[src/rtl/perf_event_counter_bank.sv]
// perf_event_counter_bank
// A bank of NUM_EVENTS performance counters. The whole bank is captured into a
// one-deep output buffer on snapshot_req and handed off with valid/ready. A
// small register port controls enable, wrap/saturate mode and the event mask,
// and exposes a count of snapshots that were dropped because the buffer was busy.
// Optional build macro: PERF_OVERFLOW_FLAGS_EN adds one sticky overflow flag
// per counter, carried in the MSBs of out_data.
module perf_event_counter_bank #(
   parameter int NUM_EVENTS      = 39,
   parameter int COUNTER_WIDTH   = 7,
   parameter int CTRL_ADDR_WIDTH = 8,
   parameter int CTRL_DATA_WIDTH = 64
) (
   input  logic                       clk,
   input  logic                       rst,
   input  logic [NUM_EVENTS-1:0]      event_in,
   input  logic                       snapshot_req,
`ifdef PERF_OVERFLOW_FLAGS_EN
   output logic [NUM_EVENTS*COUNTER_WIDTH+NUM_EVENTS-1:0] out_data,
`else
   output logic [NUM_EVENTS*COUNTER_WIDTH-1:0]            out_data,
`endif
   output logic                       out_valid,
   input  logic                       out_ready,
   input  logic [CTRL_ADDR_WIDTH-1:0] ctrl_addr,
   input  logic [CTRL_DATA_WIDTH-1:0] ctrl_wdata,
   input  logic                       ctrl_write_enable,
   output logic [CTRL_DATA_WIDTH-1:0] ctrl_rdata
);

   localparam int W = COUNTER_WIDTH;
`ifdef PERF_OVERFLOW_FLAGS_EN
   localparam int OUT_W = NUM_EVENTS * W + NUM_EVENTS;
`else
   localparam int OUT_W = NUM_EVENTS * W;
`endif

   typedef enum logic {
      BUF_EMPTY,
      BUF_FULL
   } buf_state_t;

   buf_state_t state_q, state_d;

   logic [NUM_EVENTS-1:0][W-1:0] cnt_q, cnt_d;
   logic                         enable_q;
   logic                         sat_mode_q;
   logic [NUM_EVENTS-1:0]        event_mask_q;
   logic [31:0]                  dropped_q;
   logic [OUT_W-1:0]             out_data_q;
   logic [OUT_W-1:0]             capture_data;
`ifdef PERF_OVERFLOW_FLAGS_EN
   logic [NUM_EVENTS-1:0]        ovf_q, ovf_d;
`endif

   logic                  capture;
   logic                  drop;
   logic [NUM_EVENTS-1:0] counted;
   logic                  wr_enable;
   logic                  wr_sat_mode;
   logic                  wr_mask;
   logic                  wr_dropped;
   logic                  wr_clear;
   logic                  unused_wdata;

   assign wr_enable   = ctrl_write_enable && (ctrl_addr == CTRL_ADDR_WIDTH'(0));
   assign wr_sat_mode = ctrl_write_enable && (ctrl_addr == CTRL_ADDR_WIDTH'(1));
   assign wr_mask     = ctrl_write_enable && (ctrl_addr == CTRL_ADDR_WIDTH'(2));
   assign wr_dropped  = ctrl_write_enable && (ctrl_addr == CTRL_ADDR_WIDTH'(3));
   assign wr_clear    = ctrl_write_enable && (ctrl_addr == CTRL_ADDR_WIDTH'(4));

   // Only the low bits of most registers are meaningful; the rest of the write
   // word is deliberately ignored.
   assign unused_wdata = ^ctrl_wdata;

   // An event only counts when the bank is enabled and its mask bit is set.
   assign counted = event_in & event_mask_q & {NUM_EVENTS{enable_q}};

   assign out_data  = out_data_q;
   assign out_valid = (state_q == BUF_FULL);

`ifdef PERF_OVERFLOW_FLAGS_EN
   assign capture_data = {ovf_q, cnt_q};
`else
   assign capture_data = cnt_q;
`endif

   // Register read mux; purely combinational so software sees the current value.
   always_comb begin
      ctrl_rdata = '0;
      case (ctrl_addr)
         CTRL_ADDR_WIDTH'(0): ctrl_rdata[0] = enable_q;
         CTRL_ADDR_WIDTH'(1): ctrl_rdata[0] = sat_mode_q;
         CTRL_ADDR_WIDTH'(2): ctrl_rdata[NUM_EVENTS-1:0] = event_mask_q;
         CTRL_ADDR_WIDTH'(3): ctrl_rdata[31:0] = dropped_q;
         default:             ctrl_rdata = '0;
      endcase
   end

   // Output buffer control: capture when there is room (or room is being made
   // this cycle), otherwise count the request as dropped.
   always_comb begin
      state_d = state_q;
      capture = 1'b0;
      drop    = 1'b0;
      case (state_q)
         BUF_EMPTY: begin
            if (snapshot_req) begin
               capture = 1'b1;
               state_d = BUF_FULL;
            end
         end
         BUF_FULL: begin
            if (out_ready) begin
               if (snapshot_req) begin
                  capture = 1'b1;
                  state_d = BUF_FULL;
               end else begin
                  state_d = BUF_EMPTY;
               end
            end else if (snapshot_req) begin
               drop = 1'b1;
            end
         end
         default: state_d = BUF_EMPTY;
      endcase
   end

   // Next counter values. CLEAR beats a restart, which beats normal counting; a
   // restart seeds the counter with this cycle's event so nothing is lost.
   always_comb begin
      cnt_d = cnt_q;
`ifdef PERF_OVERFLOW_FLAGS_EN
      ovf_d = ovf_q;
`endif
      for (int i = 0; i < NUM_EVENTS; i++) begin
         if (wr_clear) begin
            cnt_d[i] = '0;
`ifdef PERF_OVERFLOW_FLAGS_EN
            ovf_d[i] = 1'b0;
`endif
         end else if (capture) begin
            cnt_d[i] = W'(counted[i]);
`ifdef PERF_OVERFLOW_FLAGS_EN
            ovf_d[i] = 1'b0;
`endif
         end else if (counted[i]) begin
            if (cnt_q[i] == {W{1'b1}}) begin
`ifdef PERF_OVERFLOW_FLAGS_EN
               ovf_d[i] = 1'b1;
`endif
               if (!sat_mode_q) begin
                  cnt_d[i] = '0;
               end
            end else begin
               cnt_d[i] = cnt_q[i] + W'(1);
            end
         end
      end
   end

   // Buffer state register.
   always_ff @(posedge clk) begin
      if (rst) begin
         state_q <= BUF_EMPTY;
      end else begin
         state_q <= state_d;
      end
   end

   // Counter (and overflow flag) registers.
   always_ff @(posedge clk) begin
      if (rst) begin
         cnt_q <= '0;
`ifdef PERF_OVERFLOW_FLAGS_EN
         ovf_q <= '0;
`endif
      end else begin
         cnt_q <= cnt_d;
`ifdef PERF_OVERFLOW_FLAGS_EN
         ovf_q <= ovf_d;
`endif
      end
   end

   // Captured data holds steady until the next accepted snapshot.
   always_ff @(posedge clk) begin
      if (rst) begin
         out_data_q <= '0;
      end else if (capture) begin
         out_data_q <= capture_data;
      end
   end

   // Control registers written from the register port.
   always_ff @(posedge clk) begin
      if (rst) begin
         enable_q     <= 1'b0;
         sat_mode_q   <= 1'b0;
         event_mask_q <= '1;
      end else begin
         if (wr_enable) begin
            enable_q <= ctrl_wdata[0];
         end
         if (wr_sat_mode) begin
            sat_mode_q <= ctrl_wdata[0];
         end
         if (wr_mask) begin
            event_mask_q <= ctrl_wdata[NUM_EVENTS-1:0];
         end
      end
   end

   // Dropped-snapshot counter: any write clears it, otherwise it saturates.
   always_ff @(posedge clk) begin
      if (rst) begin
         dropped_q <= '0;
      end else if (wr_dropped) begin
         dropped_q <= '0;
      end else if (drop && (dropped_q != 32'hFFFF_FFFF)) begin
         dropped_q <= dropped_q + 32'd1;
      end
   end

endmodule

[config.mk]
export PLATFORM = sky130hd
export DESIGN_NAME = perf_event_counter_bank
export DESIGN_NICKNAME = d
export VERILOG_FILES = /design/src/rtl/perf_event_counter_bank.sv
export SDC_FILE = /design/constraint.sdc
export NUM_CORES = 1
export LEC_CHECK = 0
export ABC_AREA = 1
export CORE_ASPECT_RATIO = 1.25
export CORE_UTILIZATION = 45
export CTS_BUF_LIST = sky130_fd_sc_hd__clkbuf_4
export DETAILED_ROUTE_END_ITERATION = 10
export DONT_BUFFER_PORTS = 1
export GPL_TIMING_DRIVEN = 0
export MAX_ROUTING_LAYER = met4
export SKIP_CTS_REPAIR_TIMING = 1
export SLEW_MARGIN = 40
export SYNTH_ARGS = -nofsm -noshare
export SYNTH_HDL_FRONTEND = slang
export SYNTH_SLANG_ARGS = --single-unit
[constraint.sdc]
create_clock -name clk -period 2.3 [get_ports clk]
set_clock_uncertainty 0.15 [all_clocks]
set_input_delay 0.46 -clock clk [delete_from_list [all_inputs] [get_ports clk]]
set_output_delay 0.46 -clock clk [all_outputs]
set_load 0.02 [all_outputs]
# After elaboration in Yosys (flattened, before gate mapping)
# Index checks and enable logic that the tools add are counted.
# word_totals
in_bits	116
word_cells	504
ff_bits	620
out_inout_bits	338
# classes
eq_ne	122
add_sub_neg	40
bitwise_logic	3
reduce_logical	127
n_mux	128
# ops
operator	n
$mux 7	41
$add 7x1->7 const B	39
$eq 7x7->1 const B	39
$reduce_and 2->1	78
$ne 3x3->1 const B	39
$mux 1	83
$and 39x39->39	2
$ne 2x2->1 const B	39
$reduce_bool 2->1	39
$pmux 31 s2	1
$add 32x1->32 const B	1
$ne 32x32->1 const B	1
$eq 8x2->1 const B	2
$eq 8x1->1 const B	1
$eq 8x3->1 const B	1
$logic_not 8->1	1
$logic_and 1x1->1	6
$pmux 1 s2	2
$pmux 1 s4	1
$reduce_or 2->1	2
$reduce_or 3->1	1
$not 1->1	1

# Longest topological paths before layout
# logic_depth
word_depth	5
mapped_depth	11
ltp_nobuf	10

# Worst setup path after synthesis
# Ideal clock, no wire load.
# synth_path
kind	input to output
from	input ctrl_addr[3]
to	output ctrl_rdata[10]
path_slack_ns	0.072
arrival_ns	1.618
n_path_buf	1
cell_stages	6
t_required_ns	1.690
path_cell_list	inv_1 -> nand3_1 -> nor3_4 -> inv_2 -> clkbuf_1 -> o22ai_1
# synth_via
elab_chain_len	2
word_cells_on_any_way	3
cone_classes	eq/ne: 2; mux: 1
# synth_lines
element	line	source
start, declared	25	input logic [CTRL_ADDR_WIDTH-1:0] ctrl_addr,
$eq 8x2->1	91	case (ctrl_addr)
$pmux 31 s2 *	91	
end, declared	28	output logic [CTRL_DATA_WIDTH-1:0] ctrl_rdata
# Mark *: on every way between the ends. The rest lies on a longest branch, timed or not.

# Final worst setup path
# layout_path
from	register sat_mode_q
to	output ctrl_rdata[0]
# layout_via
elab_chain_len	1
# layout_lines
element	line	source
start, declared	47	logic sat_mode_q;
start signal, assigned	206	sat_mode_q <= ctrl_wdata[0];
$pmux 1 s4	91	
# No other way between the ends.

==> summary.txt <==
Cells and area
  – Fin util: 54.8%
  – Layout cells sized above 1: 14.6%
  – Final instance area: 32800 um^2
  – Area Growth Syn to Fin: 19.8%
  – Fill cell count: 5791
  – Nets: 4258
  – Area taken by multi-input logic gates: 13200 um^2
  – Sequential cell area: 12500 um^2

Route
  – Via density: 5.52
  – DR pass1 iterations: 6
  – Via count: 27500
  – Post-DRT Antenna Nets: 0
  – 1st-iter DRT viols: 2255
  – DR WL/cell: 21.2 um
  – DR DRC count: 0
  – Routed WL: 105 mm

Placed design
  – Placed inst area: 28400 um^2
  – I/O Buffers: 0
  – Global placer's final weighted congestion: 0.965
  – Place WS: -0.539 ns
  – Detail Placement HPWL: 74.9 mm

Critical path
  – Critical R2R Launch: out_valid$_SDFF_PP0_
  – Critical path class: reg2out
  – Worst R2R Setup Slack: 0.07 ns
  – R2R Path End: out_data[174]$_SDFFE_PP0P_
  – Crit-path max FO: 5
  – Startpoint Class: flip-flop
  – Worst setup EP type: primary output
  – Reg2Reg Depth: 6
  – Crit path DAT: 1.92 ns
  – Critical Path RT: 1.69 ns

Flow run
  – Max Cap Viol: 0

GRT
  – Global route overflow: 0
  – Largest net degree at the start of global routing: 17
  – Initial antenna violation count: 5
  – Total GRT Usage: 33.1%
  – Met2 GRT Util: 53.4%
  – First-pass GRT wire length: 149 mm
  – Grt met3 use: 7.13%
  – Vias in the first global route: 24500
  – Grt met1 use: 40.0%
  – GRT busiest layer: met2

Clock network
  – Clock transition at path regs: 0.06 ns
  – Worst-case clock buffer depth: 3
  – CTS sink count: 620
  – Clk root buf: clkbuf_4
  – CTS buffer count: 159
  – Worst-Skew Late Latency: 1.03 ns
  – TritonCTS clock tree: done
  – H-tree lvl count: 4

STA
  – Slew Limit Headroom: 37.1%
  – Pin slew with the least headroom to its limit: 0.944 ns
  – Final setup viols: 21
  – Final min period: 2.53 ns
  – Fin Hold WS: 0.0676 ns
  – Slack of the critical path: -0.226 ns
  – Peak Freq: 396 MHz
  – RSZ-0062 raised after global routing: true
  – Max-slew violations: 0
  – Crit share post-route: 110%
  – Final hold violation count: 0

Floorplan
  – Row count: 100
  – Core Footprint: 59800 um^2
  – Die footprint: 61700 um^2
  – Die width: 222 um
  – Initial core utilization: 45.7%
  – Chip height: 278 um
  – Top Ports: 454

Worst hold path
  – Hold_sp: snapshot_req
  – WHS Endpoint: capture_data[105]$_SDFFE_PP0P_
  – Hold Path Stages: 4
  – Hold Crit Class: in2reg

Power and ir drop
  – Worst ir drop on vdd: 341 uV
  – Leakage power: 12.6 nW
  – P per Cell Area: 697 nW/um^2
  – Tot Pwr: 22.8 mW

Logic synthesis
  – Cell variety after synth: 46
  – Synthesized flop and latch total: 620
  – Cell count after synthesis: 3743
  – Yosys warning count: 0
  – Async SR Flop Fraction: 0%
  – Seq/Total Area, Yosys: 45.4%
  – Post-synth EDFFs: 0
  – Post-synthesis cell area: 27300 um^2
  – Post-synth top flop: dfxtp_1
  – Synth Area per Inst: 7.30 um^2

Outcome
  – Status: finished with violations
  – Failing checks: setup timing
==> per-layer routing <==
metal	wire (um)	vias to the layer above	share of wire (%)
met5	0	-	0
li1	-	13200	-
met3	7810	234	7.4
met2	49800	1151	47
met4	4180	0	4.0
met1	43400	12900	41
==> layout make-up <==
cell class	count	share of cell area, %
Sequential cell	620	38.3
Clock buffer	219	5.02
Inverter	363	4.19
Timing Repair Buffer	174	5.02
Tap cell	765	2.92
Antenna cell	2	0.0153
Buffer	188	3.33
Clock inverter	45	0.951
Multi-Input combinational cell	2596	40.2
==> worst max-delay path, cell delays in order, from the launching register on <==
cell	delay (ns)
dfxtp_1	0.31
buf_6	0.13
buf_12	0.13
buf_12	0.13
nand2_4	0.06
o2111ai_4	0.18
==> synthesized netlist by cell type (51+ instances only) <==
cell	count	area [um^2]
a21oi_1	382	1910
buf_2	63	315
clkbuf_1	75	282
dfxtp_1	620	12400
inv_1	349	1310
nand2_1	589	2210
nand3_1	245	1230
nand4_1	51	319
nor2_1	516	1940
nor3_1	72	360
o21ai_0	418	2090
xor2_1	80	701
==> report_power, final <==
part	internal [mW]	leakage (nW)	switching (mW)	total, mW
Clock	4.94	1.17	4.66	9.59
Sequential	11.0	5.06	0.662	11.7
Combinational	0.455	6.39	1.08	1.53
Total	16.4	12.6	6.40	22.8
==> cells in the final DEF, fill, tap and decap left out, drive strengths merged, types with 2 or more instances in the layout <==
master / synthesis / final
o211ai: 39 / 39
a22oi: 6 / 6
ha: 40 / 40
xnor2: 6 / 6
o21a: 5 / 5
bufinv: 0 / 5
nor3b: 5 / 5
dfxtp: 620 / 620
xor2: 80 / 80
buf: 112 / 148
a21oi: 391 / 391
nor2: 528 / 528
dlygate4sd3: 0 / 135
inv: 362 / 369
a211oi: 10 / 10
clkbuf: 76 / 298
nand3b: 8 / 8
nand4: 52 / 52
clkinv: 1 / 34
a31oi: 7 / 7
a41oi: 6 / 6
conb: 1 / 25
nand2: 596 / 596
and3: 5 / 5
o21ai: 435 / 435
diode: 0 / 2
o31ai: 8 / 8
o22ai: 18 / 18
nor3: 74 / 74
nand3: 249 / 249
==> how the worst max path moves through the flow <==
stage / from / to / slack [ns] / cells past startpoint
2_1_floorplan: ctrl_addr[3] / ctrl_rdata[10] / 0.07 / 6
3_3_place_gp: ctrl_addr[3] / ctrl_rdata[12] / -0.53 / 6
3_5_place_dp: ctrl_addr[3] / ctrl_rdata[12] / -0.54 / 6
4_1_cts: sat_mode_q$_SDFFE_PP0P_ / ctrl_rdata[0] / -1.18 / 5
5_1_grt: enable_q$_SDFFE_PP0P_ / ctrl_rdata[0] / -0.32 / 4
6_report: sat_mode_q$_SDFFE_PP0P_ / ctrl_rdata[0] / -0.23 / 5
==> state kept, by name, indices dropped and copies added (netlist names) <==
name,count
sat_mode_q,1
out_data,273
dropped_q,32
enable_q,1
out_valid,1
event_mask_q,39
capture_data,273
==> through the flow <==
| stage | TNS (ns) | std cells |
|---|---|---|
| final | -0.907 | 4972 |
| after global routing | -1.70 | 4972 |
| after CTS | -29.53 | 4796 |
| after detailed placement | -35.20 | 4532 |
| after global placement | -52.16 | 4532 |
| after floorplan | 0 | 3767 |
==> kinds of logic after synthesis <==
| family | synth area share (%) |
|---|---|
| compound gates | 18.1 |
| xor+xnor | 2.76 |
| fa+ha+maj | 1.83 |
| buf+inv | 8.49 |
| flops | 45.4 |
| other cells | 0.0137 |
| simple gates | 23.4 |
(Power assumes the default switching activity.)
